### config.mk
export PLATFORM = sky130hd
export DESIGN_NAME = popcount_pattern_gen
export DESIGN_NICKNAME = d
export VERILOG_FILES = /design/src/rtl/popcount_pattern_gen_pkg.sv /design/src/rtl/popcount_pattern_gen_popcount_w.sv /design/src/rtl/popcount_pattern_gen.sv
export SDC_FILE = /design/constraint.sdc
export NUM_CORES = 1
export LEC_CHECK = 0
export CAP_MARGIN = 20
export CORE_MARGIN = 3
export CORE_UTILIZATION = 55
export DETAILED_ROUTE_END_ITERATION = 10
export PLACE_DENSITY_LB_ADDON = 0.08
export SLEW_MARGIN = 5
export SYNTH_ARGS = -nofsm -noshare
export SYNTH_HDL_FRONTEND = slang
export SYNTH_HIERARCHICAL = 1
export SYNTH_SLANG_ARGS = --single-unit
export TNS_END_PERCENT = 5
### constraint.sdc
create_clock -name clk -period 4.7 [get_ports clk]
set_input_delay 0.94 -clock clk [delete_from_list [all_inputs] [get_ports clk]]
set_output_delay 0.94 -clock clk [all_outputs]
set_load 0.05 [all_outputs]
### src/rtl/popcount_pattern_gen_pkg.sv
// Shared types and helpers for the ones-count pattern generator.
package popgen_pkg;

  // Widest pattern the block supports; top_mask is sized to it.
  localparam int POPGEN_WMAX  = 8;
  localparam int POPGEN_WIDTH = 4;

  typedef enum logic [1:0] {
    IDLE = 2'd0,
    SCAN = 2'd1,
    EMIT = 2'd2
  } state_t;

  // Largest WIDTH-bit value with k bits set: k ones packed into the MSBs.
  // Gives 0 when k is 0. The caller must keep k <= width.
  function automatic logic [POPGEN_WMAX-1:0] top_mask(input int k, input int width);
    int m;
    m = ((1 << k) - 1) << (width - k);
    return m[POPGEN_WMAX-1:0];
  endfunction

endpackage

### src/rtl/popcount_pattern_gen_popcount_w.sv
// Combinational ones counter: number of set bits in a W-bit word.
module popcount_w #(
  parameter int W  = 4,
  parameter int CW = $clog2(W + 1)
) (
  input  logic [W-1:0]  i_data,
  output logic [CW-1:0] o_count
);

  // Add up the bits one at a time.
  always_comb begin
    o_count = '0;
    for (int i = 0; i < W; i++) begin
      o_count = o_count + CW'(i_data[i]);
    end
  end

endmodule

### src/rtl/popcount_pattern_gen.sv
// Ones-count pattern generator: for a requested k, emits every WIDTH-bit
// vector with exactly k bits set, in ascending order, one per handshake.
// Optional build macro POPGEN_ABORT_EN adds an abort input that drops the
// current sequence and returns to IDLE.
module popcount_pattern_gen
  import popgen_pkg::*;
#(
  parameter  int WIDTH = POPGEN_WIDTH,
  localparam int CW    = $clog2(WIDTH + 1)
) (
  input  logic             clk,
  input  logic             rst,
  input  logic             ena,
`ifdef POPGEN_ABORT_EN
  input  logic             abort,
`endif
  input  logic             req_valid,
  input  logic [CW-1:0]    req_count,
  output logic             req_ready,
  output logic             req_err,
  output logic             pat_valid,
  output logic [WIDTH-1:0] pat_data,
  output logic             pat_last,
  input  logic             pat_ready
);

  state_t                   r_state;
  logic [WIDTH-1:0]         r_cand;
  logic [CW-1:0]            r_k;
  // Low on the first cycle in SCAN; candidates are only judged once it is set.
  logic                     r_prime;
  logic                     r_pat_valid;
  logic [WIDTH-1:0]         r_pat_data;
  logic                     r_pat_last;
  logic                     r_req_err;

  logic [CW-1:0]            w_ones;
  logic                     w_hit;
  logic [POPGEN_WMAX-1:0]   w_top;
  logic                     w_is_top;

  popcount_w #(.W(WIDTH), .CW(CW)) u_popcount (
    .i_data  (r_cand),
    .o_count (w_ones)
  );

  assign w_hit     = (w_ones == r_k);
  assign w_top     = top_mask(int'(r_k), WIDTH);
  assign w_is_top  = (POPGEN_WMAX'(r_cand) == w_top);

  assign req_ready = (r_state == IDLE) & ena;
  assign req_err   = r_req_err;
  assign pat_valid = r_pat_valid;
  assign pat_data  = r_pat_data;
  assign pat_last  = r_pat_last;

  // Request intake, candidate scan and pattern handshake; freezes while ena is low.
  always_ff @(posedge clk or posedge rst) begin
    if (rst) begin
      r_state     <= IDLE;
      r_cand      <= '0;
      r_k         <= '0;
      r_prime     <= 1'b0;
      r_pat_valid <= 1'b0;
      r_pat_data  <= '0;
      r_pat_last  <= 1'b0;
      r_req_err   <= 1'b0;
    end else if (ena) begin
      r_req_err <= 1'b0;
`ifdef POPGEN_ABORT_EN
      if (abort && (r_state != IDLE)) begin
        r_state     <= IDLE;
        r_pat_valid <= 1'b0;
        r_pat_last  <= 1'b0;
      end else
`endif
      case (r_state)
        IDLE: begin
          if (req_valid) begin
            if (req_count > CW'(WIDTH)) begin
              r_req_err <= 1'b1;
            end else begin
              r_k     <= req_count;
              r_cand  <= '0;
              r_prime <= 1'b0;
              r_state <= SCAN;
            end
          end
        end
        SCAN: begin
          if (!r_prime) begin
            r_prime <= 1'b1;
          end else if (w_hit) begin
            r_pat_data  <= r_cand;
            r_pat_valid <= 1'b1;
            r_pat_last  <= w_is_top;
            r_state     <= EMIT;
          end else begin
            r_cand <= r_cand + WIDTH'(1);
          end
        end
        EMIT: begin
          if (pat_ready) begin
            r_pat_valid <= 1'b0;
            r_pat_last  <= 1'b0;
            if (r_pat_last) begin
              r_state <= IDLE;
            end else begin
              r_cand  <= r_cand + WIDTH'(1);
              r_prime <= 1'b0;
              r_state <= SCAN;
            end
          end
        end
        default: r_state <= IDLE;
      endcase
    end
  end

endmodule

[Word-level counts from Yosys, hierarchy flattened]
Cells that the tools add are included.
Word-level totals
  input bits: 8
  output and inout port bits: 8
  flip-flop bits (word level): 17
  logic and storage cells: 68
Operators by class
  shift-type cells: 2
  equal/unequal tests: 11
  reduce and logical (&&, ||, !) cells: 9
  add/subtract/negate cells: 6
  bitwise operators: 2
  muxes and demuxes: 29
  order comparisons: 1
Operator list (count)
  $shl 1x3->32 const A: 1
  $shl 32x32->8: 1
  $sub 32x2->32 const B: 1
  $mux 4: 6
  $ne 2x2->1 const B: 7
  $mux 1: 13
  $pmux 4 s3: 1
  $reduce_and 6->1: 2
  $mux 2: 5
  $eq 4x8->1: 1
  $reduce_and 4->1: 2
  $reduce_and 8->1: 1
  $add 3x1->3: 2
  $pmux 2 s3: 1
  $reduce_and 5->1: 1
  $add 4x1->4 const B: 1
  $pmux 1 s2: 2
  $sub 3x3->4 const A: 1
  $eq 3x3->1: 1
  $gt 3x3->1 const B: 1
  $pmux 1 s3: 1
  $reduce_bool 3->1: 1
  $add 1x1->2: 1
  $eq 2x1->1 const B: 1
  other kinds (5): 5

[Longest topological paths before layout]
  word-level depth: 7
  mapped depth: 12
  mapped depth without buffers: 11

[Hierarchy]
Netlist, hierarchy kept.
By module, submodules not included
  popcount_pattern_gen: instances 1, area an instance 1441.4 um^2, seq. area each 425.4 um^2, cells an instance 170
  popcount_w: instances 1, area an instance 63.8 um^2, seq. area each 0.0 um^2, cells an instance 8

[Worst setup path after synthesis]
OpenSTA, ideal clock, no wires.
  path kind: reg2reg
  from: register r_k[0]
  to: register r_pat_last (netlist: pat_last)
  stages on the path, launching flop included: 13
  setup time: 0.095 ns
  required time: 4.605 ns
  path slack: 2.046 ns
  clock period less this slack: 2.654 ns
  arrival: 2.558 ns
  path buffers: 1
  cells stage by stage: dfrtp_1 inv_1 ha_1 ha_1 buf_2 inv_1 ha_1 inv_1 o311a_2 nor4_1 a32oi_1 o211a_1 o31ai_1
Between the ends
  word-level cells in the longest chain between the ends: 7
  elaborated cells on any way between the ends: 11
  classes of those cells: add/sub: 2; eq/ne: 3; shift: 2; mux: 3; reduce/logical: 1
Ends and longest elaborated chain
  start: declaration: line popcount_pattern_gen.sv:29  | logic [CW-1:0] r_k;
  start signal: assignment: line popcount_pattern_gen.sv:83  | r_k <= req_count;
  $shl 1x3->32: line popcount_pattern_gen_pkg.sv:18  | m = ((1 << k) - 1) << (width - k);
  $sub 32x2->32: line popcount_pattern_gen_pkg.sv:18
  $shl 32x32->8: line popcount_pattern_gen_pkg.sv:18
  $eq 4x8->1: line popcount_pattern_gen.sv:49  | assign w_is_top = (POPGEN_WMAX'(r_cand) == w_top);
  $mux 1: line popcount_pattern_gen.sv:93  | end else if (w_hit) begin
  $mux 1: line popcount_pattern_gen.sv:91  | if (!r_prime) begin
  $pmux 1 s2: line popcount_pattern_gen.sv:77  | case (r_state)
  end signal: assignment: line popcount_pattern_gen.sv:96  | r_pat_last <= w_is_top;
  end: declaration: line popcount_pattern_gen.sv:34  | logic r_pat_last;
Several ways; a longest one is shown, not always the timed one. The select of a mux whose other input is x is not followed.
A chain may end at the register's enable or synchronous reset.

[Worst setup path in the final report]
  from: input port ena
  to: output port req_ready
Between the ends
  word-level cells in the longest chain between the ends: 1
Ends and longest elaborated chain
  start: declaration: line popcount_pattern_gen.sv:13  | input logic ena,
  $and 1x1->1: line popcount_pattern_gen.sv:51  | assign req_ready = (r_state == IDLE) & ena;
  end: declaration: line popcount_pattern_gen.sv:19  | output logic req_ready,
No other way between the ends.

==> results.md <==
* GRT Max-Usage Layer: met2
* Cts repair resizes at 0
* Crit path from: ena
* Crit path DAT at 2470 ps
* Core Region at 0.002545 sq mm
* Register area share after synthesis at 0.2826
* Yosys top cell area share at 0.2826
* Diodes inserted at 0
* WL final at 3.322 mm
* Worst path top cell family by delay: buffers and inverters
* Ys Warns at 6
* M3 GR Usage at 0.04167
* Nets at 216
* Hold_buf cts at 0
* Setup TNS at 0 ps
* Dpl hpwl at 2.510 mm
* Tcrit/Tclk final at 0.7259
* Tightest hold margin at 514.4 ps
* Synthesized instance count at 178
* Critical path capture point: req_ready
* Root buffer cell: clkbuf_4
* Top_reg_cell synth: dfrtp_1
* Critical Path Source Type: primary input
* R2r startpoint: r_k[0]
* Cell area after synthesis at 0.001505 sq mm
* # DRC at 0
* Pre-Repair DR Iteration Count at 5
* Synth unique cells at 48
* I/O Buffers at 15
* Seq cells post-synth at 17
* # Post-CTS Setup Buffers at 0
* Crit path capture type: output port
* Hold-critical path depth at 1
* Crit-path slowest cell: clkdlybuf4s50_1
* H-tree levels at 1
* DR iter-0 viols at 72
* Most frequent cells after synthesis: 18 x inv_1, 17 x dfrtp_1, 14 x ha_1, 13 x nand2_1
* Max-cap violations at 0
* Worst reg-to-reg path cell count at 11
* Largest area contributor in the netlist: dfrtp_1
* Post-Syn Nets at 201
* Starting Density at 0.5914
* FF-to-FF End: pat_last
* CTS Buf Count at 3
* Via density at 6.221
* Largest net degree at the start of global routing at 18
* Placer Congestion at 0.8980
* Unrepaired setup endpoints after global routing: false
* Die Area at 0.003401 sq mm
* Share of layout cells above drive strength 1 at 0.07813
* Crit path largest cell delay at 790 ps
* Internal reg-to-reg setup slack at 1300 ps
* Grt total ovfl at 0
* IO Pins at 16
* CP Class: primary input to output port
* Buffers & Inverters on Critical Path at 2
* Crit path max fanout at 7
* Post-synth EDFFs at 0
* Synth top area cells: dfrtp_1 28%, ha_1 12%, inv_1 4.5%
* Most frequent CP cell: clkdlybuf4s50_1
* Die H at 58.32 um
* Most common cell in the netlist: inv_1
* GR Util met1 at 0.2926
* Final hold viol count at 0
* Antenna Violating Nets Remaining at 0
* Initial antenna violation count at 0
* CTS tree: yes
* Die width at 58.32 um
* Fin crit period at 3412 ps
* Least-Margin Pin Slew at 656.2 ps
* Crit. path cell count at 3
* Status: complete, no violations
* CP cell instances: clkdlybuf4s50_1 -> and2_1 -> clkdlybuf4s50_1
* Worst min path class: register to register
* Maximum clock frequency at 293.1 MHz
* Endpoints failing setup at 0
* Later-pin clock latency in the skew report at 300 ps
* Grt met2 use at 0.3110
* Critical Path RT at 3760 ps
* Max rail drop VDD at 0.0004833 V
* Clock Path Buffers at 2
* PwrDens at 788.9 mW/mm^2
* Per-cell routed wire length at 14.96 um
* Synthesized area per cell at 8.456 sq um
* Vias in the first global route at 1292
* Leak at 0.7474 nW
* Vias at 1381
* First-pass GRT wire length at 5.554 mm
* GRT Overall Usage at 0.2065
* Area delta synth->final at 12.72%
* Asr flop ratio synth at 1.000
* Max transition margin at 0.5621
* Std-Cell Rows at 18
* Total power at 1.339 mW
* Slew Limit Fails at 0
* Num Clock Sinks at 17
* Final Skew at 8.066 ps
* Worst-path clk slew at 100 ps
worst register-to-register path, delay by kind of cell, from the launching register on:
kind | cells | cell delay, ps
AO/OA/AOI/OAI | 4 | 990
adder cells (fa/ha/maj) | 3 | 860
buffers and inverters | 3 | 450
flip-flops | 1 | 710
AND/OR/NAND/NOR | 1 | 300
stage by stage:
step | utilization | cell area (sq um) | cells | setup WS [ps]
finish | 0.6667 | 1697 | 222 | 1288
global route | 0.6667 | 1697 | 222 | 1098
CTS | 0.6667 | 1697 | 222 | 1284
detailed placement | 0.6559 | 1669 | 218 | 1292
global placement | 0.6559 | 1669 | 218 | 1316
floorplan | - | 1505 | 178 | 2046
registers in the layout, indices dropped and copies added, names as in the netlist:
signal,cells
pat_data,4
r_state,2
req_err,1
r_prime,1
r_k,3
r_cand,4
pat_valid,1
pat_last,1
cell families after synthesis:
family / count (synthesis) / synth area share
compound gates: 48 / 0.2128
xor+xnor: 8 / 0.04655
fa+ha+maj: 15 / 0.1297
buf+inv: 24 / 0.06317
flops: 17 / 0.2826
mux: 9 / 0.06401
simple gates: 57 / 0.2012
placed cells by master (no fill, tap or decap), types with 5 or more instances in the layout:
cell	instances
clkdlybuf4s50_1	15
mux2_2	5
dfrtp_1	17
o21ai_0	12
nand3_1	7
a21oi_1	12
nor2_1	12
inv_1	18
ha_1	14
nand2_1	13
power breakdown:
group	leakage, nW	switching (mW)	internal (mW)	total (mW)
logic	0.509	0.563	0.404	0.967
clock network	0.0177	0.0490	0.0317	0.0807
registers	0.221	0.0935	0.197	0.290
total	0.747	0.706	0.633	1.34
routing by layer:
layer,vias up,part of all wire
li1,668,-
met1,641,0.46
met2,66,0.45
met4,0,0.011
met3,6,0.079
met5,-,0
worst min path at each step:
stage	from	to
6_report	pat_data[0]	pat_data[0]
5_1_grt	pat_data[0]	pat_data[0]
4_1_cts	pat_data[0]	pat_data[0]
3_5_place_dp	pat_data[0]	pat_data[0]
3_3_place_gp	pat_data[1]	pat_data[1]
2_1_floorplan	r_prime	r_prime
area by class of cell:
type / instances / area, sq um
Inverter: 19 / 71.32
Sequential cell: 17 / 425.4
Clock buffer: 3 / 22.52
Clock inverter: 1 / 5.005
Multi-Input combinational cell: 137 / 984.7
Timing Repair Buffer: 15 / 150.1
Tap cell: 30 / 37.54
Fill cell: 222 / 848.3
(Power assumes the default switching activity.)
==> RTL edit 1: new RTL, same settings <==
Change the package constant `POPGEN_WMAX` from 8 to 16.
--- a/src/rtl/popcount_pattern_gen_pkg.sv
+++ b/src/rtl/popcount_pattern_gen_pkg.sv
@@ -2,7 +2,7 @@
 package popgen_pkg;
 
   // Widest pattern the block supports; top_mask is sized to it.
-  localparam int POPGEN_WMAX  = 8;
+  localparam int POPGEN_WMAX  = 16;
   localparam int POPGEN_WIDTH = 4;
 
   typedef enum logic [1:0] {
Formal check against the unedited RTL: equivalent (Yosys induction, for registers that start in step).
==> RTL edit 1 against the unedited design <==
  * Clock skew is 0.60 ps lower
  * Worst setup slack improved by 26 ps
  * Cell area rose by 8.6%
  * Non-clock buffer count unchanged
  * Area after synthesis grew 12%
  * Utilization is 1.6 points lower
  * Sequential cell count unchanged
  * Wire length increased by 9.8%
  * Total power increased by 7.2%
  * Final cell count increased by 8.6%
  * Highest routed layer unchanged
==> RTL edit 1: results (changes against the unedited design) <==
* FF-to-FF setup slack at 1330 ps (+30 ps)
* Crit-path max FO at 6 (-1)
* Worst R2R Path Depth at 10 (-1)
* Power Clock at 78.0 uW (-3.3%)
* Hold Startpoint: pat_valid
* Clock share of power at 0.054 (-0.006)
* Net Switching at 762 uW (+7.9%)
* Leading post-synthesis cells by cell area: dfrtp_1 (25%), ha_1 (12%), mux2_2 (6.0%)
* Global-route wire length before repair at 5.95 mm (+7.1%)
* Hold Path Cell Cnt at 2 (+1)
* WL met3 at 138 um (-48%)
* Status: finished, final reports clean
* Nets at 236 (+9.3%)
* Drt pass-1 iters at 4 (-1)
* CP arrival at 2450 ps (-20 ps)
* Metal2 WL at 1.87 mm (+24%)
* Reg2reg start: r_k[2]
* Vias in the first global route at 1391 (+7.7%)
* VDD IR max at 0.387 mV (-20%)
* Clock Skew at 7.46 ps (-0.604 ps)
* Sequential cell power at 299 uW (+3%)
* Detailed Place HPWL at 2.82 mm (+12%)
* Layout cells sized above 1 at 0.105 (+0.0266)
* Post-synthesis sequential area ratio at 0.252 (-0.0302)
* Pleak at 0.792 nW (+6.0%)
[RTL edit 1: cell count changes after synthesis, sizes merged, moves of 3 or more]
cell / delta
clkbuf: +4
nand3: -3
mux2: +4
nand2: +3
nor2: +4
buf: +4
[RTL edit 1: metal layers]
metal / global-route usage / vias to the layer above
met5: 0 / -
met4: 0.0667 / 0
met3: 0.0210 / 7
met2: 0.385 / 39
met1: 0.255 / 712
li1: - / 732
[RTL edit 1: final cells by class]
class	instances	area share
Clock buffer	3	0.0122
Clock inverter	1	0.00272
Inverter	21	0.0428
Multi-Input combinational cell	153	0.609
Sequential cell	17	0.231
Tap cell	31	0.0211
Timing Repair Buffer	15	0.0815
[RTL edit 1: worst max path at each step]
stage / startpoint / to / cells past startpoint
detailed placement: ena / req_ready / 3
CTS: ena / req_ready / 3
global placement: ena / req_ready / 3
floorplan: r_k[0] / pat_last / 14
global route: r_k[2] / pat_last / 10
finish: ena / req_ready / 3
[RTL edit 1: cells by family after synthesis]
family,count (synthesis),synth area share
xor gates and xnor gates,7,0.0364
muxes,11,0.0720
buffers and inverters,34,0.0824
AOI/OAI and AO/OA,51,0.211
DFF,17,0.252
adders and majority gates,17,0.131
and+or+nand+nor,67,0.215
[RTL edit 1: per-stage QoR]
| stage | cells | cell area, um2 | setup WS [ps] | hold slack [ps] | util |
|---|---|---|---|---|---|
| 6_report | 241 | 1840 | 1310 | 501 | 0.651 |
| 5_1_grt | 241 | 1840 | 1070 | 536 | 0.651 |
| 4_1_cts | 241 | 1840 | 1310 | 508 | 0.651 |
| 3_5_place_dp | 237 | 1810 | 1320 | 483 | 0.641 |
| 3_3_place_gp | 237 | 1810 | 1340 | 476 | 0.641 |
| 2_1_floorplan | 204 | 1690 | 1840 | 524 | - |
==> RTL edit 2: new RTL, same flow settings <==
Made on the original files. Reset style: synchronous (`rst`), changed in one clocked block.
--- a/src/rtl/popcount_pattern_gen.sv
+++ b/src/rtl/popcount_pattern_gen.sv
@@ -55,7 +55,7 @@
   assign pat_last  = r_pat_last;
 
   // Request intake, candidate scan and pattern handshake; freezes while ena is low.
-  always_ff @(posedge clk or posedge rst) begin
+  always_ff @(posedge clk) begin
     if (rst) begin
       r_state     <= IDLE;
       r_cand      <= '0;
Function: differs if rst is asserted again (counterexample within 4 cycles, from zero or initial values and one cycle with rst high); with rst held inactive, the same outputs for 10 cycles.
==> RTL edit 2 against the unedited design <==
  * Register-to-register slack worse by 90 ps
  * Sequential cell count stayed put
  * Wire length is 7.5% higher
  * Area after synthesis is 8.8% higher
  * Global-route usage is 0.51 points higher
  * Cell area is 5.3% higher
  * Worst setup slack worse by 82 ps
  * Largest cell class unchanged
Power is left out: it rests on default switching activity, and per cell area and clock period it moved more than threefold.
==> RTL edit 2: results (changes against the unedited design) <==
* Largest stage delay, worst path at 770 ps (-20 ps)
* Global-route wire length before repair at 6.02 mm (+8.4%)
* Detailed Place HPWL at 2.71 mm (+8.1%)
* Gr usage total at 0.212 (+0.00513)
* Post-cts repair resize count at 0 (unchanged)
* Critical path startpoint: r_k[0]
* Synthesized-area fraction occupied by adder cells at 0.119 (-0.0105)
* Post-synthesis sequential area ratio at 0.208 (-0.0748)
* Status: finished, final reports clean
* Max Root-Sink Buffers at 2 (unchanged)
* Worst Setup EP: pat_last
* Layout cells sized above 1 at 0.0737 (-0.00439)
* Worst R2R Path Depth at 11 (unchanged)
* Post-Syn Nets at 232 (+15%)
* Crit-path max FO at 19 (+12)
* RePlAce Congestion at 0.886 (-1.4%)
* Synth Area in Compound Gates at 0.255 (+0.0424)
* Inserted Diodes at 0 (unchanged)
* Synth Area in XOR/XNOR at 0.0405 (-0.00606)
* Vias in the first global route at 1429 (+11%)
* Slowest CP cell: dfxtp_1
* Mux share of post-synthesis cell area at 0.0565 (-0.00747)
* Post-synth cell types at 56 (+17%)
* Type of the worst min-delay path: flop to flop
* Clock insertion delay at the later pin of the skew report at 290 ps
* Htree depth at 1 (unchanged)
* Post-CTS Setup Bufs at 0 (unchanged)
* Synth Warn # at 6 (unchanged)
* Post-synth ARST share at 0 (-1.00)
* Commonest cells post-synth: inv_1 (21), nor2_1 (21), dfxtp_1 (17)
* FILL cells at 269 (+21%)
* Total wire length at 3.57 mm (+7.5%)
* Slew HR at 0.517 (-0.0455)
* CTS root buf: clkbuf_4
* Clock Skew at 7.25 ps (-0.812 ps)
* FF-to-FF setup slack at 1210 ps (-90 ps)
* Main synth FF type: dfxtp_1
* Nets at 241 (+12%)
* Crit path max-delay family: adder cells
* TritonCTS Buffers at 3 (unchanged)
* Leading post-synthesis cells by cell area: dfxtp_1 (21%), ha_1 (11%), inv_1 (4.8%)
* Initial antenna violation count at 0 (unchanged)
* Drt pass-1 iters at 4 (-1)
* CP arrival at 3730 ps (+1260 ps)
* Number of DRC markers in iteration 0 at 111 (+54%)
* Reg clk slew, reported paths at 100 ps (about the same)
* DR vias at 1541 (+12%)
* IO buf count at 15 (unchanged)
* Largest net degree at the start of global routing at 21 (+3)
==> RTL edit 2: cell types whose count changed after synthesis, moves of 4 or more <==
cell,unedited run,this run
dfrtp_1,17,0
dfxtp_1,0,17
nor2_1,12,21
nor3_1,2,7
clkbuf_1,1,5
==> RTL edit 2: cell families after synthesis <==
logic type	count (synthesis)
AND/OR/NAND/NOR	73
AO/OA/AOI/OAI	58
buffers and inverters	32
adder cells (fa/ha/maj)	15
flip-flops	17
multiplexers	9
XOR/XNOR	5
==> RTL edit 2: layout make-up <==
| type | instances | area [um2] | share of cell area |
|---|---|---|---|
| clock buffers | 3 | 22.5 | 0.0126 |
| clock inverters | 1 | 5.00 | 0.00280 |
| inverters | 21 | 78.8 | 0.0441 |
| multi-input cells | 160 | 1150 | 0.644 |
| flip-flops and latches | 17 | 340 | 0.190 |
| well taps | 31 | 38.8 | 0.0217 |
| repair buffers | 15 | 150 | 0.0840 |
==> RTL edit 2: worst min-delay path by stage <==
stage                start     endpoint  slack (ps)  cells past startpoint
2_1_floorplan    r_cand[2]    r_cand[2]         500                      2
3_3_place_gp       req_err      req_err         470                      2
3_5_place_dp       req_err      req_err         480                      2
4_1_cts            req_err      req_err         500                      2
5_1_grt        pat_data[3]  pat_data[3]         550                      2
6_report           req_err      req_err         500                      2
==> RTL edit 2: tightest hold or removal path: stages (launching register included) <==
cell and delay, ps:
dfxtp_1 340, a21oi_1 60, nor2_1 70
==> RTL edit 2: routing by layer <==
| layer | GRT usage | share of wire |
|---|---|---|
| met5 | 0 | 0 |
| met4 | 0.0743 | 0.018 |
| met3 | 0.0128 | 0.032 |
| met2 | 0.379 | 0.50 |
| met1 | 0.267 | 0.45 |
==> RTL edit 2: metrics by stage <==
| step | hold WS [ps] | instance area (um2) | util | setup slack, ps | std cells |
|---|---|---|---|---|---|
| final | 499 | 1790 | 0.637 | 1210 | 248 |
| after global routing | 555 | 1790 | 0.637 | 917 | 248 |
| after CTS | 504 | 1790 | 0.637 | 1260 | 248 |
| after detailed placement | 481 | 1760 | 0.627 | 1280 | 244 |
| after global placement | 471 | 1760 | 0.627 | 1330 | 244 |
| after floorplan | 498 | 1640 | - | 1660 | 209 |
